--- config.mk ---
export PLATFORM = sky130hd
export DESIGN_NAME = ecc_encode_stage
export DESIGN_NICKNAME = d
export VERILOG_FILES = /design/src/rtl/fifo_ecc_pkg.sv /design/src/rtl/ecc_skid_buf.sv /design/src/rtl/ecc_encode_stage.sv
export SDC_FILE = /design/constraint.sdc
export NUM_CORES = 1
export LEC_CHECK = 0
export ABC_CLOCK_PERIOD_IN_PS = 4250
export CORE_MARGIN = 4
export CORE_UTILIZATION = 30
export DETAILED_ROUTE_END_ITERATION = 6
export PLACE_DENSITY = 0.54
export SLEW_MARGIN = 20
export SYNTH_ARGS = -nofsm -noshare
export SYNTH_HDL_FRONTEND = slang
export SYNTH_SLANG_ARGS = --single-unit
--- constraint.sdc ---
create_clock -name clk -period 4.25 [get_ports clk]
set_input_delay 1.275 -clock clk [delete_from_list [all_inputs] [get_ports clk]]
set_output_delay 1.275 -clock clk [all_outputs]
set_load 0.02 [all_outputs]
--- src/rtl/fifo_ecc_pkg.sv ---
// Shared ECC definitions for the FIFO write-side encoder and read-side decoder.
// Both ends call ecc_calc so their check-bit rules cannot drift apart.
package fifo_ecc_pkg;

    localparam int DEF_DATA_WIDTH = 32;
    localparam int DEF_ECC_WIDTH  = 5;
    localparam int CALC_DATA_W    = 32;
    localparam int CALC_ECC_W     = 5;

    typedef enum logic [1:0] {
        SKID_EMPTY = 2'b00,
        SKID_MAIN  = 2'b10,
        SKID_FULL  = 2'b11
    } skid_state_t;

    // Bit j feeds check bit i when index j has bit i set; data[0] feeds none.
    function automatic logic [CALC_ECC_W-1:0] ecc_calc(
        input logic [CALC_DATA_W-1:0] data
    );
        logic [CALC_ECC_W-1:0] e;
        e = '0;
        for (int j = 0; j < CALC_DATA_W; j++) begin
            for (int i = 0; i < CALC_ECC_W; i++) begin
                if (j[i]) e[i] = e[i] ^ data[j];
            end
        end
        return e;
    endfunction

endpackage

--- src/rtl/ecc_skid_buf.sv ---
// Two-entry valid/ready buffer: main register drives the outputs,
// skid register absorbs the word in flight when the sink stalls.
module ecc_skid_buf
    import fifo_ecc_pkg::*;
#(
    parameter int W = 37
) (
    input  logic         clk,
    input  logic         rst,
    input  logic         in_valid,
    output logic         in_ready,
    input  logic [W-1:0] in_data,
    output logic         out_valid,
    input  logic         out_ready,
    output logic [W-1:0] out_data
);

    skid_state_t state, state_nxt;
    logic [W-1:0] main_q, skid_q;
    logic accept, present;

    assign accept  = in_valid && in_ready;
    assign present = out_valid && out_ready;

    always_ff @(posedge clk or posedge rst) begin
        if (rst) state <= SKID_EMPTY;
        else     state <= state_nxt;
    end

    always_comb begin
        state_nxt = state;
        unique case (state)
            SKID_EMPTY: if (accept) state_nxt = SKID_MAIN;
            SKID_MAIN: begin
                if (accept && !present)      state_nxt = SKID_FULL;
                else if (present && !accept) state_nxt = SKID_EMPTY;
            end
            SKID_FULL: if (present) state_nxt = SKID_MAIN;
            default: state_nxt = SKID_EMPTY;
        endcase
    end

    // in_ready depends only on the state register, never on out_ready.
    always_comb begin
        in_ready  = (state != SKID_FULL);
        out_valid = (state != SKID_EMPTY);
    end

    always_ff @(posedge clk or posedge rst) begin
        if (rst) begin
            main_q <= '0;
            skid_q <= '0;
        end else begin
            if (state == SKID_FULL && present)
                main_q <= skid_q;
            else if (accept && (state == SKID_EMPTY || present))
                main_q <= in_data;
            if (accept && state == SKID_MAIN && !present)
                skid_q <= in_data;
        end
    end

    assign out_data = main_q;

endmodule

--- src/rtl/ecc_encode_stage.sv ---
// Write-side Hamming ECC encoder with debug single-bit error injection
// and a wrapping count of words handed to the FIFO.
module ecc_encode_stage
    import fifo_ecc_pkg::*;
#(
    parameter int DATA_WIDTH = DEF_DATA_WIDTH,
    parameter int ECC_WIDTH  = DEF_ECC_WIDTH,
    parameter int CNT_WIDTH  = 16,
    parameter int IDX_WIDTH  = $clog2(DATA_WIDTH)
) (
    input  logic                  clk,
    input  logic                  rst,
    input  logic                  in_valid,
    output logic                  in_ready,
    input  logic [DATA_WIDTH-1:0] in_data,
    input  logic                  inj_en,
    input  logic [IDX_WIDTH-1:0]  inj_bit,
    output logic                  out_valid,
    input  logic                  out_ready,
    output logic [DATA_WIDTH-1:0] out_data,
    output logic [ECC_WIDTH-1:0]  out_ecc,
    output logic [CNT_WIDTH-1:0]  enc_count
);

    localparam int W = DATA_WIDTH + ECC_WIDTH;

    logic [ECC_WIDTH-1:0]  ecc;
    logic [DATA_WIDTH-1:0] flip;
    logic [W-1:0]          buf_out;

    assign ecc = ECC_WIDTH'(ecc_calc(CALC_DATA_W'(in_data)));

    // Out-of-range indices match no bit, so injection is suppressed.
    always_comb begin
        flip = '0;
        for (int j = 0; j < DATA_WIDTH; j++) begin
            flip[j] = inj_en && (inj_bit == IDX_WIDTH'(j));
        end
    end

    ecc_skid_buf #(
        .W(W)
    ) u_skid (
        .clk      (clk),
        .rst      (rst),
        .in_valid (in_valid),
        .in_ready (in_ready),
        .in_data  ({in_data ^ flip, ecc}),
        .out_valid(out_valid),
        .out_ready(out_ready),
        .out_data (buf_out)
    );

    assign out_data = buf_out[W-1:ECC_WIDTH];
    assign out_ecc  = buf_out[ECC_WIDTH-1:0];

    always_ff @(posedge clk or posedge rst) begin
        if (rst)                        enc_count <= '0;
        else if (out_valid && out_ready) enc_count <= enc_count + 1'b1;
    end

endmodule

==> metrics.md <==
| Metric | Value |
|---|---|
| Setup Skew | 0.00607 ns |
| Ports | 97 |
| Hold Path Depth | 1 |
| Final wirelength | 13.4 mm |
| Crit share post-route | 0.775 |
| Share of layout cells above drive strength 1 | 0.0598 |
| Worst setup EP type | primary output |
| Cells after Synth | 457 |
| First-pass GRT wire length | 21.6 mm |
| Setup Crit Path Kind | flop to primary output |
| FP Rows | 45 |
| RSZ-0062 raised after global routing | false |
| Antenna cells | 0 |
| Synth cell types | 35 |
| Core footprint | 0.0154 mm^2 |
| # Post-CTS Setup Buffers | 0 |
| Worst Setup SP | u_skid.state[0]$_DFFE_PP0P_ |
| Pins Over Slew Limit | 0 |
| Die height | 134 um |
| Post_cts resized | 0 |
| Initial DRC Count | 291 |
| Worst hold path startpoint | enc_count[15]$_DFFE_PP0P_ |
| Setup violations, final | 0 |
| Yosys top cell area share | 0.480 |
| Detailed Routing Iterations Pass 1 | 4 |
| Placer congestion estimate | 0.769 |
| Fmax | 303 MHz |
| Max-capacitance violation count | 0 |
| Number of enable flip-flop cells after synthesis | 0 |
| Minimum clock period | 3.30 ns |
| DP Wirelength | 9.77 mm |
| Initial core utilization | 0.311 |
| Hold-fix buffers, CTS | 0 |
| Worst-path clk slew | 0.07 ns |
| Max FO, Critical Path | 12 |
| Post-DRT Antenna Nets | 0 |
| Cts bufs inserted | 9 |
| Critical Path AT | 2.02 ns |
| Via count | 3730 |
| Largest net degree at the start of global routing | 47 |
| Setup TNS | 0 ns |
| Die width | 134 um |
| Top FF cell, synth | dfrtp_1 |
| DRC violations left | 0 |
| Post-route setup slack | 0.955 ns |
| Status | complete, no violations |
| Cell Area, Synth | 0.00480 mm^2 |
| Core Util, Final | 0.407 |
| Total power divided by cell area | 651 mW/mm^2 |
| Routed wire per std cell | 17.5 um |
| Fin. Hold Viols | 0 |
| Via density | 4.89 |
| Yosys Warn Count | 0 |
| Dpl ws | 0.697 ns |
| Syn avg cell area | 10.5 um^2 |
| Layout overhead on the synthesized area | 30.9% |
| Synth async-reset ratio | 1.00 |
| Most numerous cell in the Yosys netlist | dfrtp_1 |
| Net Count, Synth | 504 |
| Vias in the first global route | 3919 |
| # H-tree levels | 3 |
| Required time worst endpoint | 2.97 ns |
| Layout Nets | 594 |
| Worst slew pin tran | 0.795 ns |
| Global Route Usage Sum | 0.154 |
| #FFs+latches synth | 92 |
| Clock Sinks | 92 |
| Port buffer count | 96 |
| Slew headroom | 0.470 |
| Main area contributors after synthesis | dfrtp_1 (48%), xnor2_1 (8.2%), xnor3_1 (6.6%) |
| Cell taking the most area after synthesis | dfrtp_1 |
| R2r startpoint | u_skid.state[0]$_DFFE_PP0P_ |
| Peak supply drop | 0.000263 V |
| Initial antenna violation count | 0 |
| Die area | 0.0181 mm^2 |
| Clk Latency, worst-skew pair | 0.35 ns |
| Clk buf depth | 2 |
| Startpoint Class | flop |
| Standby leakage power | 2.55 nW |
| Global route total overflow | 0 |
| Seq/Total Area, Yosys | 0.480 |
| Worst R2R Path Depth | 6 |
| TritonCTS clock tree | done |
| Hold crit path type | flop to flop |
| Synth cell count leaders | dfrtp_1 (92), nor2_1 (49), xnor2_1 (45) |
| Root Driver | clkbuf_16 |
power by group:
| group | switching (W) | internal, W | total [W] |
|---|---|---|---|
| Sequential | 0.000251 | 0.00127 | 0.00152 |
| Clock | 0.000336 | 0.000427 | 0.000763 |
| Combinational | 0.000940 | 0.000869 | 0.00181 |
routing by layer:
| layer | vias to the layer above | global-route usage | part of all wire |
|---|---|---|---|
| met4 | 0 | 0.0617 | 0.021 |
| met3 | 19 | 0.0320 | 0.061 |
| met5 | - | 0 | 0 |
| met1 | 1844 | 0.210 | 0.44 |
| li1 | 1772 | - | - |
| met2 | 95 | 0.242 | 0.47 |
worst max-delay path, cell delays in order (launching register included):
cell,delay (ns)
dfrtp_1,0.42
inv_1,0.10
ha_1,0.42
inv_1,0.16
clkdlybuf4s50_1,0.57
cell usage in the layout, fill, tap and decap left out, types with 6 or more instances in the layout:
cell type,Yosys,routed
clkbuf_16,0,9
xnor3_1,14,14
nand3_1,15,15
nand2b_1,8,8
xor2_1,25,25
nor2_1,49,49
inv_1,7,6
nand2_1,23,23
buf_4,0,6
xnor2_1,45,45
clkdlybuf4s50_1,0,96
dfrtp_1,92,92
a21oi_1,41,40
mux2_2,6,6
o21ai_0,32,32
a22oi_1,32,32
final cells by class:
type,instances,area [um^2]
well taps,211,264
repair buffers,103,1030
multi-input cells,334,2380
fillers,1529,9150
flip-flops and latches,92,2300
inverters,7,27.5
clock inverters,4,23.8
clock buffers,12,256
kinds of logic after synthesis:
kind of cell    share of synthesized area
simple gates                        0.129
fa+ha+maj                          0.0130
buf+inv                            0.0253
xor+xnor                            0.199
flops                               0.480
compound gates                      0.140
mux                                0.0141
registers in the layout, indices dropped and copies added, names as in the netlist:
signal           flops
u_skid.out_data     37
u_skid.skid_q       37
u_skid.state         2
enc_count           16
per-stage QoR:
stage | hold WS [ns] | power, W | instances | cell area, um^2
4_1_cts | 0.486 | 0.00414 | 763 | 6280
3_3_place_gp | 0.460 | 0.00331 | 747 | 6000
6_report | 0.475 | 0.00409 | 763 | 6280
3_5_place_dp | 0.470 | 0.00336 | 747 | 6000
5_1_grt | 0.518 | 0.00436 | 763 | 6280
2_1_floorplan | 0.481 | 0.00258 | 457 | 4800
final timing paths:
kind / to / slack [ns]
hold / removal: enc_count[15]$_DFFE_PP0P_ / 0.47
hold reg to reg: enc_count[15]$_DFFE_PP0P_ / 0.47
setup / recovery: out_valid / 0.95
setup reg to reg: u_skid.skid_q[15]$_DFFE_PP0P_ / 1.77
max in group asynchronous: u_skid.skid_q[36]$_DFFE_PP0P_ / 2.01
min in group asynchronous: enc_count[15]$_DFFE_PP0P_ / 1.36
Power figures use the tool's default switching activity.
